**config.mk**
```make
export PLATFORM = sky130hd
export DESIGN_NAME = decode_stage_nw
export DESIGN_NICKNAME = d
export VERILOG_FILES = /design/src/rtl/decode_pkg.sv /design/src/rtl/decode_lane.sv /design/src/rtl/decode_stage_nw.sv
export SDC_FILE = /design/constraint.sdc
export NUM_CORES = 1
export LEC_CHECK = 0
export BUFFER_PORTS_ARGS = -buffer_cell sky130_fd_sc_hd__buf_2
export CAP_MARGIN = 5
export CORE_ASPECT_RATIO = 1.25
export CORE_MARGIN = 4
export CORE_UTILIZATION = 45
export DETAILED_ROUTE_END_ITERATION = 7
export GPL_ROUTABILITY_DRIVEN = 0
export PLACE_DENSITY = 0.74
export SETUP_SLACK_MARGIN = 0.2
export SYNTH_ARGS = -nofsm -noshare
export SYNTH_HDL_FRONTEND = slang
export SYNTH_SLANG_ARGS = --single-unit
```
**constraint.sdc**
```tcl
create_clock -name clk -period 12.3 [get_ports clk]
set_input_delay 1.23 -clock clk [delete_from_list [all_inputs] [get_ports clk]]
set_output_delay 1.23 -clock clk [all_outputs]
set_load 0.02 [all_outputs]
```
**src/rtl/decode_pkg.sv**
```systemverilog
// Shared decode definitions: opcodes, ALU operation codes and the per-lane
// decoded bundle carried through the stage registers.
package decode_pkg;

    localparam int DEC_XLEN = 32;

    localparam logic [6:0] OP_NOP   = 7'b0000000;
    localparam logic [6:0] OP_RTYPE = 7'b0110011;
    localparam logic [6:0] OP_ITYPE = 7'b0010011;
    localparam logic [6:0] OP_LOAD  = 7'b0000011;
    localparam logic [6:0] OP_STORE = 7'b0100011;
    localparam logic [6:0] OP_LUI   = 7'b0110111;

    localparam logic [3:0] ALU_NONE     = 4'b0000;
    localparam logic [3:0] ALU_OR       = 4'b0001;
    localparam logic [3:0] ALU_ADD      = 4'b0010;
    localparam logic [3:0] ALU_XOR      = 4'b0011;
    localparam logic [3:0] ALU_AND      = 4'b0100;
    localparam logic [3:0] ALU_SUB      = 4'b0101;
    localparam logic [3:0] ALU_SLL      = 4'b0110;
    localparam logic [3:0] ALU_SRL      = 4'b0111;
    localparam logic [3:0] ALU_SLT      = 4'b1000;
    localparam logic [3:0] ALU_SLTU     = 4'b1001;
    localparam logic [3:0] ALU_SRA      = 4'b1011;
    localparam logic [3:0] ALU_PASS_IMM = 4'b1111;

    typedef struct packed {
        logic                valid;
        logic                illegal;
        logic [6:0]          opcode;
        logic [4:0]          rd;
        logic [4:0]          rs1;
        logic [4:0]          rs2;
        logic [2:0]          func3;
        logic [DEC_XLEN-1:0] imm;
        logic                load_store;
        logic                alu_src;
        logic                reg_write;
        logic                bms;
        logic [3:0]          alu_control;
    } lane_t;

    // func3 to ALU op; alt selects SUB/SRA where the encoding has an alternate form
    function automatic logic [3:0] alu_from_f3(input logic [2:0] f3, input logic alt);
        logic [3:0] op;
        case (f3)
            3'b000:  op = alt ? ALU_SUB : ALU_ADD;
            3'b001:  op = ALU_SLL;
            3'b010:  op = ALU_SLT;
            3'b011:  op = ALU_SLTU;
            3'b100:  op = ALU_XOR;
            3'b101:  op = alt ? ALU_SRA : ALU_SRL;
            3'b110:  op = ALU_OR;
            default: op = ALU_AND;
        endcase
        return op;
    endfunction

endpackage

```
**src/rtl/decode_lane.sv**
```systemverilog
// Combinational single-instruction decoder producing one lane bundle.
module decode_lane
    import decode_pkg::*;
(
    input  logic [DEC_XLEN-1:0] instr,
    input  logic                lane_valid,
    output lane_t               dec
);

    logic [6:0]          opcode;
    logic [4:0]          rd;
    logic [4:0]          rs1;
    logic [4:0]          rs2;
    logic [2:0]          func3;
    logic [6:0]          func7;
    logic [DEC_XLEN-1:0] imm_i;
    logic [DEC_XLEN-1:0] imm_s;
    logic [DEC_XLEN-1:0] imm_u;
    logic [DEC_XLEN-1:0] imm_sh;
    logic                f7_zero;
    logic                f7_alt;
    logic                legal;

    assign opcode  = instr[6:0];
    assign rd      = instr[11:7];
    assign func3   = instr[14:12];
    assign rs1     = instr[19:15];
    assign rs2     = instr[24:20];
    assign func7   = instr[31:25];
    assign imm_i   = {{20{instr[31]}}, instr[31:20]};
    assign imm_s   = {{20{instr[31]}}, instr[31:25], instr[11:7]};
    assign imm_u   = {instr[31:12], 12'b0};
    assign imm_sh  = {27'b0, instr[24:20]};
    assign f7_zero = (func7 == 7'h00);
    assign f7_alt  = (func7 == 7'h20);

    // Field extraction and control generation; illegal encodings collapse to a bare flag
    always_comb begin
        dec   = '0;
        legal = 1'b1;
        if (lane_valid) begin
            dec.valid = 1'b1;
            case (opcode)
                OP_NOP: begin
                end
                OP_RTYPE: begin
                    legal           = f7_zero || (f7_alt && (func3 == 3'b000 || func3 == 3'b101));
                    dec.opcode      = opcode;
                    dec.rd          = rd;
                    dec.rs1         = rs1;
                    dec.rs2         = rs2;
                    dec.func3       = func3;
                    dec.reg_write   = 1'b1;
                    dec.alu_control = alu_from_f3(func3, f7_alt);
                end
                OP_ITYPE: begin
                    dec.opcode    = opcode;
                    dec.rd        = rd;
                    dec.rs1       = rs1;
                    dec.func3     = func3;
                    dec.alu_src   = 1'b1;
                    dec.reg_write = 1'b1;
                    if (func3 == 3'b001 || func3 == 3'b101) begin
                        legal           = f7_zero || (f7_alt && func3 == 3'b101);
                        dec.imm         = imm_sh;
                        dec.alu_control = alu_from_f3(func3, f7_alt);
                    end else begin
                        dec.imm         = imm_i;
                        dec.alu_control = alu_from_f3(func3, 1'b0);
                    end
                end
                OP_LOAD: begin
                    legal           = (func3 == 3'b000) || (func3 == 3'b010);
                    dec.opcode      = opcode;
                    dec.rd          = rd;
                    dec.rs1         = rs1;
                    dec.func3       = func3;
                    dec.imm         = imm_i;
                    dec.alu_src     = 1'b1;
                    dec.load_store  = 1'b1;
                    dec.reg_write   = 1'b1;
                    dec.bms         = (func3 == 3'b000);
                    dec.alu_control = ALU_ADD;
                end
                OP_STORE: begin
                    legal           = (func3 == 3'b000) || (func3 == 3'b010);
                    dec.opcode      = opcode;
                    dec.rs1         = rs1;
                    dec.rs2         = rs2;
                    dec.func3       = func3;
                    dec.imm         = imm_s;
                    dec.alu_src     = 1'b1;
                    dec.load_store  = 1'b1;
                    dec.bms         = (func3 == 3'b000);
                    dec.alu_control = ALU_ADD;
                end
                OP_LUI: begin
                    dec.opcode      = opcode;
                    dec.rd          = rd;
                    dec.imm         = imm_u;
                    dec.reg_write   = 1'b1;
                    dec.alu_control = ALU_PASS_IMM;
                end
                default: legal = 1'b0;
            endcase
            if (!legal) begin
                dec         = '0;
                dec.valid   = 1'b1;
                dec.illegal = 1'b1;
            end
            if (dec.rd == 5'd0) begin
                dec.reg_write = 1'b0;
            end
        end
    end

endmodule

```
**src/rtl/decode_stage_nw.sv**
```systemverilog
// N-wide decode stage: per-lane decoders feeding a main register with a
// one-group skid register behind a valid/ready handshake.
module decode_stage_nw
    import decode_pkg::*;
#(
    parameter int LANES = 2,
    parameter int XLEN  = 32
) (
    input  logic                  clk,
    input  logic                  reset,
    input  logic                  flush,
    input  logic                  in_valid,
    output logic                  in_ready,
    input  logic [LANES*XLEN-1:0] in_instr,
    input  logic [LANES-1:0]      in_lane_valid,
    output logic                  out_valid,
    input  logic                  out_ready,
    output logic [LANES-1:0]      out_lane_valid,
    output logic [LANES*7-1:0]    out_opcode,
    output logic [LANES*5-1:0]    out_rd,
    output logic [LANES*5-1:0]    out_rs1,
    output logic [LANES*5-1:0]    out_rs2,
    output logic [LANES*3-1:0]    out_func3,
    output logic [LANES*XLEN-1:0] out_imm,
    output logic [LANES-1:0]      out_load_store,
    output logic [LANES-1:0]      out_alu_src,
    output logic [LANES-1:0]      out_reg_write,
    output logic [LANES-1:0]      out_bms,
    output logic [LANES-1:0]      out_illegal,
    output logic [LANES*4-1:0]    out_alu_control
);

    lane_t [LANES-1:0] dec_w;
    lane_t [LANES-1:0] m_data_q, m_data_d;
    lane_t [LANES-1:0] s_data_q, s_data_d;
    logic              m_valid_q, m_valid_d;
    logic              s_valid_q, s_valid_d;
    logic              accept;
    logic              drain;

    genvar gi;
    generate
        for (gi = 0; gi < LANES; gi++) begin : g_lane
            decode_lane u_decode_lane (
                .instr      (in_instr[gi*XLEN +: XLEN]),
                .lane_valid (in_lane_valid[gi]),
                .dec        (dec_w[gi])
            );
            assign out_lane_valid[gi]        = m_data_q[gi].valid;
            assign out_opcode[gi*7 +: 7]     = m_data_q[gi].opcode;
            assign out_rd[gi*5 +: 5]         = m_data_q[gi].rd;
            assign out_rs1[gi*5 +: 5]        = m_data_q[gi].rs1;
            assign out_rs2[gi*5 +: 5]        = m_data_q[gi].rs2;
            assign out_func3[gi*3 +: 3]      = m_data_q[gi].func3;
            assign out_imm[gi*XLEN +: XLEN]  = m_data_q[gi].imm;
            assign out_load_store[gi]        = m_data_q[gi].load_store;
            assign out_alu_src[gi]           = m_data_q[gi].alu_src;
            assign out_reg_write[gi]         = m_data_q[gi].reg_write;
            assign out_bms[gi]               = m_data_q[gi].bms;
            assign out_illegal[gi]           = m_data_q[gi].illegal;
            assign out_alu_control[gi*4 +: 4] = m_data_q[gi].alu_control;
        end
    endgenerate

    // The skid slot being empty is exactly the condition for taking another group
    assign in_ready  = !s_valid_q;
    assign out_valid = m_valid_q;
    assign accept    = in_valid && in_ready && !flush;
    assign drain     = m_valid_q && out_ready;

    // Next-state for main/skid slots: drain first, then place an accepted group
    always_comb begin
        m_data_d  = m_data_q;
        s_data_d  = s_data_q;
        m_valid_d = m_valid_q;
        s_valid_d = s_valid_q;
        if (flush) begin
            m_data_d  = '0;
            s_data_d  = '0;
            m_valid_d = 1'b0;
            s_valid_d = 1'b0;
        end else begin
            if (drain) begin
                if (s_valid_q) begin
                    m_data_d  = s_data_q;
                    s_valid_d = 1'b0;
                end else begin
                    m_valid_d = 1'b0;
                end
            end
            if (accept) begin
                if (!m_valid_q || (drain && !s_valid_q)) begin
                    m_data_d  = dec_w;
                    m_valid_d = 1'b1;
                end else begin
                    s_data_d  = dec_w;
                    s_valid_d = 1'b1;
                end
            end
        end
    end

    // Stage registers with asynchronous clear
    always_ff @(posedge clk or posedge reset) begin
        if (reset) begin
            m_data_q  <= '0;
            s_data_q  <= '0;
            m_valid_q <= 1'b0;
            s_valid_q <= 1'b0;
        end else begin
            m_data_q  <= m_data_d;
            s_data_q  <= s_data_d;
            m_valid_q <= m_valid_d;
            s_valid_q <= s_valid_d;
        end
    end

endmodule

```
==> summary.log, run 1 <==
[status] status finished clean
[die] number of ports placed on the die boundary 207
[clocking] clock sink count 270
[global_routing] antenna violations before repair 1
[power] sequential power share 47.5%
[sta] final hold vios 0
[global_routing] pin count of the biggest net entering global routing 147
[power] Pleak 7.16 nW
[placed_design] PortBufs 206
[setup_path] element type at the critical path start primary input
[synth] Post-synth ARST share 100%
[placed_design] Placed Cells incl. Taps 1,650
[hold_path] Hold Path Sink s_data_q[86]
[final_layout] number of fill cells 2,406
[setup_path] capturing point of the worst reg2reg path s_data_q[46]
[synth] Post-synth EDFFs 0
[sta] final clock period utilization by the worst path 28.4%
[clocking] CTS max path bufs 3
[power] net switching component of the power 0.478 mW
[clocking] clock slew at the register clock pins of the worst setup and hold paths 0.06 ns
[global_routing] remaining global-route overflow 0
[setup_path] number of cells on the worst reg-to-reg path 5
[sta] max_slew headroom 31.9%
[die] die width 156 µm
[clocking] number of hold-repair buffers added at the cts stage 0
[die] initial core utilization 45.8%
[setup_path] biggest fanout along the worst timing path 21
[sta] Max Clock Freq 0.286 GHz
[clocking] number of buffers inserted by post-CTS setup repair 0
[hold_path] cell count of the worst hold path 2
[sta] slew at the pin with the worst max-slew slack 1.02 ns
[power] clock power share 44.3%
[synth] Synth Instances 1,179
[clocking] clock tree from TritonCTS done
[final_layout] number of nets in the layout 1,405
[synth] Syn Std Cell Area 12,400 µm²
[global_routing] first-pass GRT wire length 58,600 µm
[sta] Final TNS setup 0 ns
[setup_path] kind of critical path in -> reg
[setup_path] startpoint of the worst-slack reg-to-reg timing path s_valid_q
[drt] total wire length 37,000 µm
[drt] Pre-Repair DR Iteration Count 7
[synth] share of synthesized area occupied by flip-flops and latches 54.6%
[sta] unrepaired setup endpoints after global routing false
[clocking] root buffer selected by CTS clkbuf_16
[power] power density over the cells 131 nW/µm²
[final_layout] growth of design area from synthesis to finish 17.6%
[final_layout] final cell count without fillers 1,700
[die] area enclosed by the die boundary 30,200 µm²
[setup_path] Crit path required time 12.73 ns
[global_routing] Tot GR Track Use 23.7%
[synth] area fraction of the dominant cell type after synthesis 54.6%
[setup_path] element type at the critical path end flop
[final_layout] most common cell after layout, fill and taps aside dfrtp_1
[drt] initial detailed-routing violation count 754
[placed_design] DPL Wire Length 24,200 µm
[die] y dimension of the die 193 µm
[drt] antenna violation net count after detailed routing 0
[power] VDD IR-drop max 115 µV
[synth] number of different library cells in the post-synthesis netlist 63
[drt] drc violations 0
[power] switching power share of the total 25.1%
[synth] leading post-synthesis cells by cell area dfrtp_1, mux2i_1, nand2_1
[drt] vias per cell 6.07
[clocking] H-tree depth reported by CTS 1
[power] combinational share of power 8.2%
[drt] via count 10,300
[clocking] number of buffers created by CTS 27
[synth] post-synthesis area per instance 10.5 µm²
[synth] yosys warns 0
[flow_run] max-cap check violation count 0
[synth] dominant synthesized flop cell dfrtp_1
[sta] total count of max-transition violations in the final report 0
[setup_path] Arrival @ worst endpoint 3.92 ns
[drt] average wire per cell in the routed design 21.7 µm
[die] CORE AREA 27,000 µm²
[synth] post-synth top area cell dfrtp_1
[die] Rows 67
[final_layout] share of layout cells above drive strength 1 21.8%
[synth] flip-flop and latch count after synthesis 270
[sta] Tmin final 3.50 ns
[synth] syn nets 1,250
[sta] maximum clock skew at final layout 0.0168 ns
[clocking] CTS-repair resized insts 0
[setup_path] Worst R2R Setup Slack 9.26 ns
[global_routing] via count of the first global-routing pass 10,200
[clocking] clock latency at the later pin of the worst-skew pair 0.53 ns
[final_layout] highest-count cells in the layout ignoring fill and taps dfrtp_1, nand2_1, buf_2
[hold_path] class of the tightest hold or removal check reg -> reg
[sta] # setup viols final 0
[power] internal power of the cells 1.43 mW
[hold_path] start point of the worst hold path s_data_q[86]
==> stage by stage <==
| step | cell area, µm² | hold WS, ns | worst slack (ns) | total power, mW | utilization [%] |
|---|---|---|---|---|---|
| floorplan | 12400 | 0.447 | 3.63 | 1.01 | - |
| global placement | 13600 | 0.459 | 8.41 | 1.08 | 50.5 |
| detailed placement | 13600 | 0.464 | 8.29 | 1.08 | 50.5 |
| CTS | 14600 | 0.481 | 8.84 | 1.92 | 53.9 |
| global route | 14600 | 0.490 | 8.58 | 1.98 | 53.9 |
| finish | 14600 | 0.480 | 8.80 | 1.91 | 53.9 |
==> flip-flops by register name, summed over array words and instances, names as in the netlist, 6 cells and up <==
signal           cells
out_rs2             10
out_func3            6
out_alu_control      8
out_imm             64
out_opcode          14
out_rs1             10
out_rd              10
s_data_q           134
==> power groups by stage <==
stage / logic, mW / registers [mW] / clock network (mW)
after floorplan: 0.0777 / 0.934 / 0
after global placement: 0.156 / 0.922 / 0
after detailed placement: 0.157 / 0.922 / 0
after CTS: 0.158 / 0.905 / 0.859
after global routing: 0.171 / 0.906 / 0.898
final: 0.157 / 0.905 / 0.843
==> critical path, stage by stage <==
cell and delay, ns:
buf_2 0.10, nand4bb_1 0.50, nand2b_1 0.52, o211ai_1 0.50, nand4_1 0.79, nand2_1 0.28
==> synthesized netlist by cell type, types with 21 or more instances <==
library cell and count:
nand2_1 212, mux2i_1 84, nand3_1 31, o2bb2ai_1 43, a22o_1 56, dfrtp_1 270, o21ai_0 33, a21oi_1 78
nor2_1 46, clkbuf_1 82, a221oi_1 21, a22oi_1 26
==> worst max path at each step <==
stage	cells after the start	slack (ns)	start	to
after floorplan	1	3.63	reset	out_alu_control[0]
after global placement	6	8.41	in_instr[35]	s_data_q[94]
after detailed placement	6	8.29	in_instr[35]	s_data_q[98]
after CTS	6	8.84	in_instr[35]	s_data_q[98]
after global routing	6	8.58	in_instr[35]	s_data_q[98]
final	6	8.80	in_instr[35]	s_data_q[98]
==> layer usage <==
| layer | share of wire (%) | vias up | track usage, % |
|---|---|---|---|
| met4 | 2.9 | 0 | 7.14 |
| met1 | 40 | 5210 | 31.8 |
| met3 | 7.0 | 61 | 3.89 |
| met2 | 50 | 405 | 39.4 |
| met5 | 0 | - | 0 |
| li1 | - | 4651 | - |
==> area by class of cell <==
cell class	instances	area, µm²	share of cell area (%)
Tap cell	345	432	2.97
Clock buffer	39	791	5.43
Clock inverter	10	120	0.825
Sequential cell	270	6760	46.4
Multi-Input combinational cell	803	5260	36.1
Antenna cell	1	2.50	0.0172
Timing Repair Buffer	222	1150	7.91
Inverter	10	45.0	0.309
==> kinds of logic (layout without fill, tap and decap cells) <==
family | after synthesis | count (layout) | share of synthesized area, %
and+or+nand+nor | 363 | 363 | 13.7
DFF | 270 | 270 | 54.6
buffers and inverters | 106 | 281 | 3.36
other | 0 | 1 | 0
muxes | 84 | 84 | 6.79
xor gates and xnor gates | 1 | 1 | 0.0708
AOI/OAI and AO/OA | 355 | 355 | 21.5
Note: power is estimated with default switching activity, not from simulation.
==> inputs of run 2 (changes only) <==
Settings changed: PLACE_DENSITY 0.74 to 0.77.
Clock period 12.3 ns to 3.18 ns, I/O delays scaled along.
==> summary.log, run 2 (synthesis results as in run 1) <==
[placed_design] setup slack at placement 0.366 ns
[final_layout] growth of design area from synthesis to finish 20.0%
[sta] Final TNS setup 0 ns
[drt] drc violations 0
[setup_path] cells along the critical path buf_2 > or4_4 > nor4_4 > or3_1 > o21ba_1 > nor4b_4 > a32o_1
[drt] average wire per cell in the routed design 21.7 µm
[final_layout] number of antenna cells inserted 0
[clocking] CTS-repair resized insts 0
[clocking] clock slew at the register clock pins of the worst setup and hold paths 0.06 ns
[final_layout] most common cell after layout, fill and taps aside dfrtp_1
[power] power density over the cells 516 nW/µm²
[global_routing] antenna violations before repair 1
[power] internal power of the cells 5.79 mW
[global_routing] pin count of the biggest net entering global routing 134
[final_layout] flip-flop count of the largest register after layout 134
[status] status finished clean
[sta] total count of max-transition violations in the final report 0
[setup_path] biggest fanout along the worst timing path 13
[setup_path] delay of the slowest cell on the worst path 0.66 ns
[die] die width 156 µm
[final_layout] share of layout cells above drive strength 1 22.8%
[sta] final hold vios 0
[die] Rows 67
[power] sequential power share 45.7%
[drt] vias per cell 6.10
[global_routing] remaining global-route overflow 0
[final_layout] largest reg by FF count s_data_q
[global_routing] via count of the first global-routing pass 10,500
[sta] # setup viols final 0
[sta] unrepaired setup endpoints after global routing false
[setup_path] critical path's slowest cell nor4b_4
[sta] slew at the pin with the worst max-slew slack 0.895 ns
[sta] Tmin final 2.31 ns
[sta] final clock period utilization by the worst path 72.5%
[global_routing] Tot GR Track Use 24.0%
[drt] total wire length 37,300 µm
[drt] antenna violation net count after detailed routing 0
[setup_path] WP buf/inv 1
[drt] initial detailed-routing violation count 891
[final_layout] highest-count cells in the layout ignoring fill and taps dfrtp_1, nand2_1, buf_2
[setup_path] Arrival @ worst endpoint 2.78 ns
[die] area enclosed by the die boundary 30,200 µm²
[clocking] clock latency at the later pin of the worst-skew pair 0.55 ns
[setup_path] delay-heaviest family, CP simple AND/OR/NAND/NOR gates
[setup_path] Crit path required time 3.65 ns
[power] Pleak 7.31 nW
[global_routing] first-pass GRT wire length 59,400 µm
[setup_path] element type at the critical path start primary input
[drt] via count 10,500
[sta] worst hold slack across all endpoints 0.0444 ns
[sta] Max Clock Freq 0.433 GHz
[flow_run] max-cap check violation count 0
[clocking] clock tree from TritonCTS done
[sta] max_slew headroom 40.4%
[clocking] number of buffers inserted by post-CTS setup repair 0
[clocking] root buffer selected by CTS clkbuf_16
[clocking] H-tree depth reported by CTS 1
[power] PnR Total Power 7.67 mW
[power] combinational share of power 8.2%
[placed_design] DPL Wire Length 25,000 µm
[setup_path] kind of critical path in -> reg
[clocking] number of hold-repair buffers added at the cts stage 1
[power] clock power share 46.2%
[hold_path] class of the tightest hold or removal check in -> reg
[power] VDD IR-drop max 502 µV
[sta] maximum clock skew at final layout 0.0164 ns
[placed_design] Placed Cells incl. Taps 1,668
[drt] Pre-Repair DR Iteration Count 5
[placed_design] PortBufs 206
[die] y dimension of the die 193 µm
[final_layout] post-route design area 14,900 µm²
[clocking] number of buffers created by CTS 28
[power] switching power share of the total 24.5%
[clocking] CTS max path bufs 3
[setup_path] element type at the critical path end flop
[final_layout] final cell count without fillers 1,721
[final_layout] fraction of the core area covered by cells at the end of the flow 55.0%
[power] net switching component of the power 1.88 mW
[placed_design] post-placement cell area 13,800 µm²
[sta] worst-case setup margin in the final layout 0.873 ns
[die] initial core utilization 45.8%
[die] number of ports placed on the die boundary 207
[die] CORE AREA 27,000 µm²
[clocking] clock sink count 270
[final_layout] number of nets in the layout 1,425
## run 2: worst reg2reg max path, stage by stage, from the launching register on
cell and delay [ns]:
dfrtp_1 0.46, nand2b_1 0.23, nor2_1 0.11, buf_4 0.16
nand3_1 0.08, buf_4 0.21, nor4b_4 0.67, a32o_1 0.26
## run 2: worst paths after layout
| check | slack [ns] | end | depth (start not counted) | from |
|---|---|---|---|---|
| max | 0.87 | s_data_q[46] | 7 | in_instr[3] |
| min reg2reg | 0.48 | s_data_q[126] | 1 | s_data_q[126] |
| max in group asynchronous | 2.12 | s_data_q[121] | 4 | reset |
| min in group asynchronous | 0.50 | s_data_q[3] | 4 | reset |
| max reg2reg | 0.94 | s_data_q[46] | 7 | s_valid_q |
| min | 0.04 | out_rd[9] | 2 | in_instr[43] |
## run 2: final cells by class
class / count / area (µm²)
clock buffers: 39 / 793
clock inverters: 13 / 203
fillers: 2339 / 12100
inverters: 10 / 41.3
multi-input cells: 803 / 5260
flip-flops and latches: 270 / 6760
well taps: 345 / 432
repair buffers: 241 / 1370
## run 2: power by group through the flow
stage / Combinational (mW) / Sequential [mW] / Clock, mW
2_1_floorplan: 0.301 / 3.61 / 0
3_3_place_gp: 0.614 / 3.56 / 0
3_5_place_dp: 0.623 / 3.57 / 0
4_1_cts: 0.627 / 3.50 / 3.59
5_1_grt: 0.678 / 3.51 / 3.75
6_report: 0.626 / 3.50 / 3.54
## run 2: metal layers
layer	GRT usage [%]	part of all wire [%]	up-vias
li1	-	-	4696
met1	32.0	39	5265
met3	3.87	7.4	65
met2	40.3	50	467
met4	6.98	2.8	2
met5	0	0.035	-
==> inputs of run 3 (changes only) <==
Settings changed: PLACE_DENSITY 0.77 to 0.74.
Clock period 3.18 ns to 2.3 ns, I/O delays scaled along.
==> summary.log, run 3 (synthesis results as in run 1) <==
[power] Pleak 7.71 nW
[clocking] number of buffers inserted by post-CTS setup repair 0
[drt] initial detailed-routing violation count 960
[setup_path] Worst R2R Setup Slack 0.40 ns
[global_routing] met3 usage in global routing 4.89%
[global_routing] remaining global-route overflow 0
[final_layout] share of layout cells above drive strength 1 25.2%
[hold_path] class of the tightest hold or removal check in -> reg
[flow_run] max-cap check violation count 0
[drt] antenna violation net count after detailed routing 0
[final_layout] flip-flop count of the largest register after layout 134
[clocking] clock slew at the register clock pins of the worst setup and hold paths 0.06 ns
[global_routing] busiest metal layer after global routing met2
[clocking] number of buffers created by CTS 27
[power] VDD IR-drop max 988 µV
[final_layout] largest reg by FF count s_data_q
[clocking] CTS max path bufs 3
[die] initial core utilization 45.8%
[drt] average wire per cell in the routed design 21.4 µm
[sta] maximum clock skew at final layout 0.0175 ns
[sta] Max Clock Freq 0.512 GHz
[setup_path] startpoint of the worst-slack reg-to-reg timing path s_valid_q
[global_routing] met2 GRT Util 41.4%
[drt] via count 10,900
[global_routing] met1 Use GR 32.0%
[sta] final hold vios 0
[clocking] root buffer selected by CTS clkbuf_16
[sta] final clock period utilization by the worst path 84.9%
[placed_design] DPL Wire Length 25,900 µm
[setup_path] biggest fanout along the worst timing path 8
[hold_path] cell count of the worst hold path 3
[setup_path] element type at the critical path end flop
[die] number of ports placed on the die boundary 207
[setup_path] Crit path required time 2.78 ns
[final_layout] most common cell after layout, fill and taps aside dfrtp_1
[sta] total count of max-transition violations in the final report 0
[clocking] clock tree from TritonCTS done
[clocking] clock latency at the later pin of the worst-skew pair 0.54 ns
[final_layout] number of fill cells 2,309
[final_layout] number of nets in the layout 1,513
[status] status finished clean
[final_layout] fraction of the core area covered by cells at the end of the flow 57.8%
[global_routing] via count of the first global-routing pass 10,800
[final_layout] highest-count cells in the layout ignoring fill and taps dfrtp_1, nand2_1, buf_2
[sta] max_slew headroom 62.9%
[clocking] clock sink count 270
[drt] total wire length 38,700 µm
[hold_path] Hold Path Sink out_imm[31]
[sta] worst hold slack across all endpoints 0.0312 ns
[final_layout] final cell count without fillers 1,807
[hold_path] start point of the worst hold path in_instr[31]
[global_routing] Tot GR Track Use 24.6%
[placed_design] Placed Cells incl. Taps 1,725
[sta] Tmin final 1.95 ns
[setup_path] element type at the critical path start primary input
[clocking] H-tree depth reported by CTS 1
[sta] slew at the pin with the worst max-slew slack 0.555 ns
[die] area enclosed by the die boundary 30,200 µm²
[die] die width 156 µm
[drt] vias per cell 6.01
[die] y dimension of the die 193 µm
[die] Rows 67
[global_routing] pin count of the biggest net entering global routing 93
[setup_path] Arrival @ worst endpoint 2.43 ns
[die] CORE AREA 27,000 µm²
[final_layout] number of antenna cells inserted 0
[drt] drc violations 0
[global_routing] antenna violations before repair 1
[setup_path] kind of critical path in -> reg
[placed_design] PortBufs 206
[final_layout] growth of design area from synthesis to finish 26.0%
[sta] # setup viols final 0
[sta] Final TNS setup 0 ns
[drt] Pre-Repair DR Iteration Count 5
[power] power density over the cells 657 nW/µm²
[setup_path] number of cells on the worst reg-to-reg path 7
[global_routing] first-pass GRT wire length 61,100 µm
[setup_path] capturing point of the worst reg2reg path s_data_q[130]
[sta] unrepaired setup endpoints after global routing false
==> run 3: cell count changes in the layout (fill, tap and decap cells not counted), sizes merged <==
| cell | change |
|---|---|
| clkbuf | +3 |
| buf | +57 |
| bufinv | -3 |
| dlygate4sd3 | +32 |
| clkinv | -2 |
| clkinvlp | -2 |
| inv | +1 |
==> run 3: through the flow <==
stage	setup slack [ns]	area (µm²)	power, mW
after floorplan	-1.50	12400	5.41
after global placement	-0.0227	14400	5.84
after detailed placement	-0.103	14400	5.86
after CTS	0.250	15600	10.3
after global routing	0.286	15600	10.6
final	0.347	15600	10.2
==> run 3: layout make-up <==
| class | instances | area, µm² | share of cell area [%] |
|---|---|---|---|
| Clock buffer | 42 | 792 | 5.08 |
| Clock inverter | 7 | 92.6 | 0.594 |
| Inverter | 10 | 41.3 | 0.265 |
| Multi-Input combinational cell | 803 | 5270 | 33.8 |
| Sequential cell | 270 | 6760 | 43.3 |
| Tap cell | 345 | 432 | 2.77 |
| Timing Repair Buffer | 330 | 2210 | 14.2 |
==> run 3: how the worst max path moves through the flow <==
stage,startpoint,end,slack (ns),cells after the start
after floorplan,reset,out_alu_control[0],-1.50,1
final,out_ready,s_data_q[130],0.35,9
after global placement,in_instr[3],out_imm[13],-0.02,10
after global routing,out_ready,s_data_q[130],0.29,9
after detailed placement,in_instr[3],out_imm[25],-0.10,10
after CTS,s_valid_q,s_data_q[43],0.25,6
==> run 3: worst max-delay path, stage by stage <==
cell	delay, ns
dlygate4sd3_1	0.57
buf_2	0.18
nand2b_1	0.16
nor2_1	0.23
buf_4	0.22
nand2_2	0.17
a2111oi_4	0.31
buf_4	0.22
a22o_1	0.14
==> run 3: report_power, final <==
group	internal, mW	leakage, nW	switching (mW)
Sequential	4.81	3.75	0.0339
Combinational	0.312	3.52	0.665
Clock	2.59	0.435	1.84
==> run 3: layer usage <==
layer	up-vias	wire (µm)	part of all wire, %
met4	2	1270	3.3
met3	74	3040	7.8
met1	5412	15100	39
li1	4852	-	-
met5	-	13	0.034
met2	514	19300	50
==> run 3: what timing repair did <==
item | CTS | global route
resized for setup | 0 | 2
endpoints found under the hold margin | 132 | 0
hold buffers | 33 | 0
endpoints found under the setup margin | 0 | 21
